==> src/rtl/ntt_dma_pkg.sv <==
// ============================================================================
// Module  : ntt_dma_pkg
// Purpose : Shared types and constants for the NTT FPGA-to-HPS DMA.
// Revision: 1.0
// ============================================================================
`default_nettype none

package ntt_dma_pkg;

  localparam int ADDR_W = 26;
  localparam int DATA_W = 64;

  localparam logic DIR_READ  = 1'b0;
  localparam logic DIR_WRITE = 1'b1;

  typedef enum logic [2:0] {
    IDLE     = 3'd0,
    RD_ISSUE = 3'd1,
    RD_DRAIN = 3'd2,
    WR       = 3'd3,
    DONE     = 3'd4
  } dma_state_e;

endpackage

`default_nettype wire

==> src/rtl/ntt_dma_fifo.sv <==
// ============================================================================
// Module  : ntt_dma_fifo
// Purpose : Synchronous show-ahead FIFO buffering SDRAM read returns.
// Revision: 1.0
// ============================================================================
`default_nettype none

module ntt_dma_fifo #(
  parameter int DEPTH = 16,
  parameter int WIDTH = 64
) (
  input  logic                     clk,
  input  logic                     rst_n,
  input  logic                     push,
  input  logic [WIDTH-1:0]         push_data,
  input  logic                     pop,
  output logic [WIDTH-1:0]         head,
  output logic [$clog2(DEPTH):0]   used,
  output logic                     empty,
  output logic                     full
);

  localparam int PTR_W = $clog2(DEPTH);

  logic [WIDTH-1:0] r_mem [DEPTH];
  logic [PTR_W-1:0] r_wr_ptr;
  logic [PTR_W-1:0] r_rd_ptr;
  logic [PTR_W:0]   r_used;
  logic             w_push;
  logic             w_pop;

  assign w_push = push & ~full;
  assign w_pop  = pop & ~empty;

  // Storage carries no reset; only the pointers define what is valid.
  always_ff @(posedge clk) begin
    if (w_push) r_mem[r_wr_ptr] <= push_data;
  end

  always_ff @(posedge clk or negedge rst_n) begin
    if (!rst_n) begin
      r_wr_ptr <= '0;
      r_rd_ptr <= '0;
      r_used   <= '0;
    end else begin
      if (w_push) r_wr_ptr <= r_wr_ptr + PTR_W'(1);
      if (w_pop)  r_rd_ptr <= r_rd_ptr + PTR_W'(1);
      case ({w_push, w_pop})
        2'b10:   r_used <= r_used + (PTR_W+1)'(1);
        2'b01:   r_used <= r_used - (PTR_W+1)'(1);
        default: r_used <= r_used;
      endcase
    end
  end

  assign head  = r_mem[r_rd_ptr];
  assign used  = r_used;
  assign empty = (r_used == '0);
  assign full  = (r_used == (PTR_W+1)'(DEPTH));

endmodule

`default_nettype wire

==> src/rtl/ntt_f2h_dma.sv <==
// ============================================================================
// Module  : ntt_f2h_dma
// Purpose : Single-channel DMA between HPS SDRAM (Avalon-MM) and NTT streams.
// Revision: 1.0
// ============================================================================
`default_nettype none

module ntt_f2h_dma #(
  parameter int ADDR_W     = ntt_dma_pkg::ADDR_W,
  parameter int DATA_W     = ntt_dma_pkg::DATA_W,
  parameter int LEN_W      = 16,
  parameter int FIFO_DEPTH = 16
) (
  input  logic              clk_clk,
  input  logic              reset_reset_n,
  input  logic              ctrl_start,
  input  logic              ctrl_dir,
  input  logic [ADDR_W-1:0] ctrl_base_addr,
  input  logic [LEN_W-1:0]  ctrl_len,
  output logic              stat_busy,
  output logic              stat_done,
  output logic [LEN_W-1:0]  stat_count,
  output logic [ADDR_W-1:0] avm_address,
  output logic              avm_read,
  output logic              avm_write,
  output logic [DATA_W-1:0] avm_writedata,
  output logic [7:0]        avm_byteenable,
  output logic              avm_burstcount,
  input  logic [DATA_W-1:0] avm_readdata,
  input  logic              avm_readdatavalid,
  input  logic              avm_waitrequest,
  output logic [DATA_W-1:0] src_data,
  output logic              src_valid,
  input  logic              src_ready,
  input  logic [DATA_W-1:0] snk_data,
  input  logic              snk_valid,
  output logic              snk_ready
);

  import ntt_dma_pkg::*;

  localparam int CNT_W = $clog2(FIFO_DEPTH) + 1;

  dma_state_e        r_state;
  dma_state_e        w_state_next;
  logic [ADDR_W-1:0] r_addr;
  logic [LEN_W-1:0]  r_len;
  logic [LEN_W-1:0]  r_issued;
  logic [LEN_W-1:0]  r_count;
  logic [CNT_W-1:0]  r_outstanding;
  logic              r_done;
  logic              r_wr_valid;
  logic [DATA_W-1:0] r_wr_data;

  logic              w_start_ok;
  logic              w_in_read;
  logic              w_credit_ok;
  logic [CNT_W:0]    w_credit_used;
  logic              w_rd_cmd;
  logic              w_rd_acc;
  logic              w_wr_acc;
  logic              w_rdv;
  logic              w_pop;
  logic              w_take;
  logic [DATA_W-1:0] w_fifo_head;
  logic [CNT_W-1:0]  w_fifo_used;
  logic              w_fifo_empty;
  logic              w_fifo_full;

  assign w_start_ok = ctrl_start && (r_state == IDLE);
  assign w_in_read  = (r_state == RD_ISSUE) || (r_state == RD_DRAIN);

  // Every read reserves a FIFO slot, so returns can never overflow the buffer.
  assign w_credit_used = {1'b0, r_outstanding} + {1'b0, w_fifo_used};
  assign w_credit_ok   = w_credit_used < (CNT_W+1)'(FIFO_DEPTH);

  // Credit only shrinks while stalled, so this command stays stable under waitrequest.
  assign w_rd_cmd = (r_state == RD_ISSUE) && (r_issued != r_len) && w_credit_ok;
  assign w_rd_acc = w_rd_cmd && !avm_waitrequest;
  assign w_wr_acc = r_wr_valid && !avm_waitrequest;
  assign w_rdv    = avm_readdatavalid && (r_outstanding != '0);

  assign src_valid = w_in_read && !w_fifo_empty;
  assign src_data  = src_valid ? w_fifo_head : '0;
  assign w_pop     = src_valid && src_ready;

  assign snk_ready = (r_state == WR) && (r_issued != r_len) && (!r_wr_valid || !avm_waitrequest);
  assign w_take    = snk_valid && snk_ready;

  ntt_dma_fifo #(
    .DEPTH (FIFO_DEPTH),
    .WIDTH (DATA_W)
  ) u_fifo (
    .clk       (clk_clk),
    .rst_n     (reset_reset_n),
    .push      (w_rdv),
    .push_data (avm_readdata),
    .pop       (w_pop),
    .head      (w_fifo_head),
    .used      (w_fifo_used),
    .empty     (w_fifo_empty),
    .full      (w_fifo_full)
  );

  always_ff @(posedge clk_clk or negedge reset_reset_n) begin
    if (!reset_reset_n) r_state <= IDLE;
    else                r_state <= w_state_next;
  end

  always_comb begin
    w_state_next = r_state;
    case (r_state)
      IDLE: begin
        if (w_start_ok) begin
          if (ctrl_len == '0)            w_state_next = DONE;
          else if (ctrl_dir == DIR_READ)  w_state_next = RD_ISSUE;
          else if (ctrl_dir == DIR_WRITE) w_state_next = WR;
        end
      end
      RD_ISSUE: if (w_rd_acc && (r_issued == r_len - LEN_W'(1))) w_state_next = RD_DRAIN;
      RD_DRAIN: if (w_pop && (r_count == r_len - LEN_W'(1)))     w_state_next = DONE;
      WR:       if (w_wr_acc && (r_count == r_len - LEN_W'(1)))  w_state_next = DONE;
      DONE:     w_state_next = IDLE;
      default:  w_state_next = IDLE;
    endcase
  end

  always_ff @(posedge clk_clk or negedge reset_reset_n) begin
    if (!reset_reset_n) begin
      r_addr        <= '0;
      r_len         <= '0;
      r_issued      <= '0;
      r_count       <= '0;
      r_outstanding <= '0;
      r_done        <= 1'b0;
      r_wr_valid    <= 1'b0;
      r_wr_data     <= '0;
    end else begin
      if (w_start_ok) begin
        r_addr   <= ctrl_base_addr;
        r_len    <= ctrl_len;
        r_issued <= '0;
        r_count  <= '0;
        r_done   <= 1'b0;
      end else begin
        if (w_rd_acc || w_wr_acc) r_addr   <= r_addr + ADDR_W'(1);
        if (w_rd_acc || w_take)   r_issued <= r_issued + LEN_W'(1);
        if (w_pop || w_wr_acc)    r_count  <= r_count + LEN_W'(1);
        if (r_state == DONE)      r_done   <= 1'b1;
      end

      if (w_rd_acc && !w_rdv)      r_outstanding <= r_outstanding + CNT_W'(1);
      else if (!w_rd_acc && w_rdv) r_outstanding <= r_outstanding - CNT_W'(1);

      if (w_take) begin
        r_wr_valid <= 1'b1;
        r_wr_data  <= snk_data;
      end else if (w_wr_acc) begin
        r_wr_valid <= 1'b0;
      end
    end
  end

  assign stat_busy      = (r_state == RD_ISSUE) || (r_state == RD_DRAIN) || (r_state == WR);
  assign stat_done      = r_done || (r_state == DONE);
  assign stat_count     = r_count;
  assign avm_address    = r_addr;
  assign avm_read       = w_rd_cmd;
  assign avm_write      = r_wr_valid;
  assign avm_writedata  = r_wr_data;
  assign avm_byteenable = 8'hFF;
  assign avm_burstcount = 1'b1;

  // A return with nothing outstanding is a stray from before a reset and is dropped.
  a_rdv_expected: assert property (@(posedge clk_clk) disable iff (!reset_reset_n)
                                   avm_readdatavalid |-> (r_outstanding != '0));
  a_no_overflow:  assert property (@(posedge clk_clk) disable iff (!reset_reset_n)
                                   !(w_rdv && w_fifo_full));

endmodule

`default_nettype wire

==> config.mk <==
export PLATFORM = sky130hd
export DESIGN_NAME = ntt_f2h_dma
export DESIGN_NICKNAME = d
export VERILOG_FILES = /design/src/rtl/ntt_dma_pkg.sv /design/src/rtl/ntt_dma_fifo.sv /design/src/rtl/ntt_f2h_dma.sv
export SDC_FILE = /design/constraint.sdc
export NUM_CORES = 1
export LEC_CHECK = 0
export BUFFER_PORTS_ARGS = -buffer_cell sky130_fd_sc_hd__buf_2
export CORE_UTILIZATION = 43
export DETAILED_ROUTE_END_ITERATION = 7
export PLACE_DENSITY_LB_ADDON = 0.05
export SLEW_MARGIN = 10
export SYNTH_ARGS = -nofsm -noshare
export SYNTH_HDL_FRONTEND = slang
export SYNTH_SLANG_ARGS = --single-unit
==> constraint.sdc <==
create_clock -name clk_clk -period 9.3 [get_ports clk_clk]
set_input_delay 0.93 -clock clk_clk [delete_from_list [all_inputs] [get_ports clk_clk]]
set_output_delay 0.93 -clock clk_clk [all_outputs]
set_load 0.02 [all_outputs]
[After elaboration in Yosys (flattened, before gate mapping)]
Memory sizes are Yosys's and may differ from the RTL's.
Index checks and enable logic that the tools add are counted.
Storage, ports and cells
  register bits: 161
  bits in latches: 0
  memory bits (writable): 1024
  memory bits (read-only): 0
  input bits: 178
  output and inout port bits: 185
  logic and storage cells: 106
  memories kept: 1
Cells by class
  add/subtract/negate cells: 11
  $mul: 0
  div/mod/pow operators: 0
  $lt $le $gt $ge: 1
  equal/unequal tests: 14
  shifts and indexed selects: 0
  multiplexer cells: 23
  bitwise gates (word level): 4
  reductions and logical operators: 40
Memory list
  u_fifo.r_mem: depth 16, width 64, rd ports 1, clocked after memory_dff 0, wr ports 1, line ntt_dma_fifo.sv:25  | logic [WIDTH-1:0] r_mem [DEPTH];
Operator list (count)
  2-to-1 mux 16 bit: 4
  2-to-1 mux 64 bit: 1
  2-to-1 mux 26 bit: 2
  adder 16 x 1 -> 16 bit, second input constant: 2
  equality test 16 bit: 2
  adder 26 x 1 -> 26 bit, second input constant: 1
  logical AND 1 bit: 16
  logical NOT 16 bit: 1
  != test 16 bit: 1
  subtractor 16 x 1 -> 16 bit, second input constant: 1
  2-to-1 mux 3 bit: 5
  nonzero test 2 bit: 7
  one-hot mux 3 bit (4 select lines): 1
  adder 5 x 1 -> 5 bit, second input constant: 2
  2-to-1 mux 5 bit: 2
  one-hot mux 5 bit (2 select lines): 1
  subtractor 5 x 1 -> 5 bit, second input constant: 2
  adder 4 x 1 -> 4 bit, second input constant: 2
  logical OR 1 bit: 7
  adder 5 x 5 -> 6 bit: 1
  equality test 3 x 2 -> 1 bit, second input constant: 2
  < comparator 6 x 5 -> 1 bit, second input constant: 1
  2-to-1 mux 1 bit: 6
  != test 2 x 1 -> 1 bit, second input constant: 3
  other kinds (14): 20

[Longest topological paths before layout]
  depth after elaboration: 8
  gate-level depth with buffers: 13
  gate-level depth less buffers: 13

[Cells and area by module]
Synthesis repeated with hierarchy kept, for this count alone.
Second synthesis, totals
  cell total of the unflattened synthesis: 2853
  area total of the unflattened synthesis: 48352.6 µm²
Modules (own cells, without submodules)
  ntt_dma_fifo: instances 1, cells each 1993, area each 40057.2 µm², sequential area each 31074.8 µm²
  ntt_f2h_dma: instances 1, cells each 860, area each 8295.5 µm², sequential area each 3703.6 µm²

[Least setup slack after synthesis]
No wires, ideal clock.
  kind: input -> register
  from: input port avm_readdatavalid
  to: memory u_fifo.r_mem[3][0], enable pin
  library setup time: 564 ps
  arrival: 6039 ps
  required time: 8736 ps
  slack: 2696 ps
  stages: 4
  buffers on the path: 0
  cells stage by stage: o21ai_0 a21oi_1 nand2_1 nor3_1
Between the ends
  word-level cells in the longest chain between the ends: 4
RTL lines
  from (decl): line ntt_f2h_dma.sv:30  | input logic avm_readdatavalid,
  logical AND 1 bit: line ntt_f2h_dma.sv:81  | assign w_rdv = avm_readdatavalid && (r_outstanding != '0);
  AND 1 bit: line ntt_dma_fifo.sv:32  | assign w_push = push & ~full;
  2-to-1 mux 1 bit: line ntt_dma_fifo.sv:37  | if (w_push) r_mem[r_wr_ptr] <= push_data;
  2-to-1 mux 1 bit (not written as such): line ntt_dma_fifo.sv:37
  to (decl): line ntt_dma_fifo.sv:25
No other way between the ends.

[Worst setup path in the final report]
  from: register u_fifo.r_rd_ptr[1]
  to: output port src_data[27]
Between the ends
  word-level cells in the longest chain between the ends: 2
RTL lines
  from (decl): line ntt_dma_fifo.sv:27  | logic [PTR_W-1:0] r_rd_ptr;
  from (signal assigned): line ntt_dma_fifo.sv:47  | if (w_pop) r_rd_ptr <= r_rd_ptr + PTR_W'(1);
  memory (16 x 64 bit)
  2-to-1 mux 64 bit: line ntt_f2h_dma.sv:84  | assign src_data = src_valid ? w_fifo_head : '0;
  to (decl): line ntt_f2h_dma.sv:32  | output logic [DATA_W-1:0] src_data,
No other way between the ends.

==> run metrics <==
outcome=complete, no violations; via-per-instance ratio=5.604; DR iter-0 viols=1893; Final Hold Viols=0; clock tree sinks=1185; Leakage=19.04 nW; Global Route Usage Sum=0.2136; die area=around 0.11 sq mm; buffer and inverter count on the worst path=3; number of I/O port buffers=~350; Core Region=around 0.11 sq mm; cts hold-fix bufs=0; Final TNS setup=0 ps; HPWL after DPL=~63000 um; R2R cell count=7; largest cells by area after synthesis=edfxtp_1, mux4_2, dfrtp_1; dominant synthesized flop cell=edfxtp_1; Worst-Margin Slew=between 1000 and 1500 ps; synthesized area=approximately 0.048 sq mm; Mapped Cells=2399; top post-synthesis cells by count=edfxtp_1, mux4_2, dfrtp_1; Boundary Pins=between 300 and 400; initial antenna violation count=17; crit path max fanout=143; routability cong.=around 0.85; delay-heaviest family, CP=buffers and inverters; Critical Path Sink Type=output pin; Crit path depth=6; Slew HR=0.2879; worst path required time=about 8400 ps; Synth-to-Final Area Change=16.12%; Pins Over Slew Limit=0; RSZ-0062 raised after global routing=false; vias in the first global route=about 26000; CTS tree=done; cts repair resizes=0; largest net degree at the start of global routing=between 100 and 150; maximum VDD drop=approximately 0.25 mV; Arr. time, crit path=approximately 4400 ps; Area after DPL=0.05129 sq mm; root buf cell=clkbuf_16; Mapped Avg Cell Area=~20 sq um; YS warnings=0; Yosys reg bits=1185; WL final=between 100000 and 150000 um; Critical Path Start Type=register; Detail Route Antenna Nets=0; CTS Buf Count=approximately 130; Seq/Total Area, Yosys=0.7286; # setup viols final=0; cell area power density=between 300 and 400 mW/mm^2; DR WL/cell=27.06 um; min-delay worst type=in2async; Clock Latency Late Sink=between 700 and 800 ps; row count=121; number of synthesized flops with an enable pin=roughly 1000; Initial Util=0.4361; Worst Skew=between 20 and 25 ps; CP cell instances=buf_4 > buf_12 > mux4_2 > mux4_2 > and2_1 > buf_2; clock slew at reported path FFs=~60 ps; Synth cell types=72; final instance area=around 0.055 sq mm; final worst path period share=0.5699; FMAX=roughly 0.19 GHz; drt drc=0; H-tree Lvls=4; die width=between 300 and 400 um; Post-CTS Setup Inserts=0; crit-path max cell delay=750 ps; most common cell in the synthesized netlist=edfxtp_1; area leader, netlist=edfxtp_1; most used cell, CP=mux4_2; first-pass GRT wire length=about 170000 um; crit path time final=5300 ps; via count=roughly 25000; ratio of cells with drive above 1 in the final layout=0.3314; first drt pass iteration count=5; CP max-delay cell=dfrtp_4; max-cap viol count=0; remaining global-route overflow=0; share of synthesized flip-flops with an asynchronous set or reset=0.1359; share of the synthesized area in the top cell type=0.6442; Nets=about 3000; die height=between 300 and 400 um; Crit Path Category=reg2out; Bufs on Longest Clock Path=3; Pwr Total=~18 mW
flip-flops by register name, indices dropped and copies added (netlist names), 3 cells and up:
register / cells
u_fifo.r_mem: 1024
avm_writedata: 64
avm_address: 26
r_issued: 16
r_len: 16
stat_count: 16
r_outstanding: 5
u_fifo.used: 5
u_fifo.r_rd_ptr: 4
u_fifo.r_wr_ptr: 4
r_state: 3
cell type report:
type / instances / area (sq um)
Multi-Input combinational cell: 1052 / 12390
Fill cell: 8967 / 54030
Timing Repair Buffer: 401 / 2171
Sequential cell: 1185 / 34790
Inverter: 24 / 90.09
Antenna cell: 2 / 5.005
Tap cell: 1476 / 1847
Clock buffer: 178 / 3704
Clock inverter: 57 / 425.4
cells in the final DEF (no fill, tap or decap), drive strengths merged, types with 5 or more instances in the layout:
| master | n |
|---|---|
| a21o | 8 |
| a21oi | 46 |
| a31o | 6 |
| a31oi | 9 |
| and2 | 70 |
| and3 | 10 |
| and4 | 6 |
| buf | 401 |
| clkbuf | 178 |
| clkinv | 45 |
| conb | 9 |
| dfrtp | 161 |
| edfxtp | 1024 |
| ha | 21 |
| inv | 32 |
| mux2 | 65 |
| mux2i | 6 |
| mux4 | 320 |
| nand2 | 83 |
| nand2b | 9 |
| nand3 | 26 |
| nand4 | 20 |
| nor2 | 81 |
| nor3 | 16 |
| nor4 | 18 |
| nor4b | 6 |
| o211ai | 7 |
| o21ai | 41 |
| o22a | 11 |
| o22ai | 8 |
| or3 | 5 |
| or4 | 10 |
| xnor2 | 46 |
| xor2 | 37 |
kinds of logic (layout without fill, tap and decap cells):
logic type,count (synthesis),after routing,share of synthesized area
DFF,1185,1185,0.7286
muxes,391,391,0.1676
and+or+nand+nor,379,379,0.04288
buffers and inverters,170,660,0.01520
AOI/OAI and AO/OA,163,163,0.02218
xor gates and xnor gates,87,87,0.01712
adders and majority gates,23,23,0.006344
other,1,11,0.00007856
per-layer routing:
metal  vias up  wire length (um)  track usage
li1      10524                 -            -
met1     13094             49490       0.2783
met2       673             59990       0.3633
met3       207              5991      0.04112
met4        18              2784      0.06422
met5         -               122            0
per-stage QoR:
stage	hold WS (ps)	util	std cells	worst slack, ps
floorplan	460.8	-	2407	2696
global placement	469.0	0.4686	4138	4761
detailed placement	476.2	0.4686	4138	4682
CTS	118.4	0.5063	4373	3926
global route	147.6	0.5063	4373	3762
finish	147.1	0.5064	4375	4000
final timing paths:
path / start / end / slack, ps
max in group asynchronous: reset_reset_n / avm_writedata[39] / 7230
worst max-delay path: u_fifo.r_rd_ptr[1] / src_data[27] / 4000
worst min-delay path: reset_reset_n / r_len[13] / 150
worst min register to register: avm_writedata[39] / avm_writedata[39] / 480
min in group clk_clk: snk_data[61] / avm_writedata[61] / 410
worst max register to register: r_outstanding[0] / u_fifo.r_mem[2][41] / 5320
where the power goes:
| part | switching (mW) | leakage [nW] | total [mW] | internal [mW] |
|---|---|---|---|---|
| clock network | 2.07 | 2.03 | 4.97 | 2.90 |
| logic | 3.30 | 5.80 | 5.90 | 2.60 |
| registers | 0.636 | 11.2 | 7.18 | 6.54 |
| total | 6.00 | 19.0 | 18.1 | 12.0 |
No activity file was read; power rests on OpenSTA's default activity.
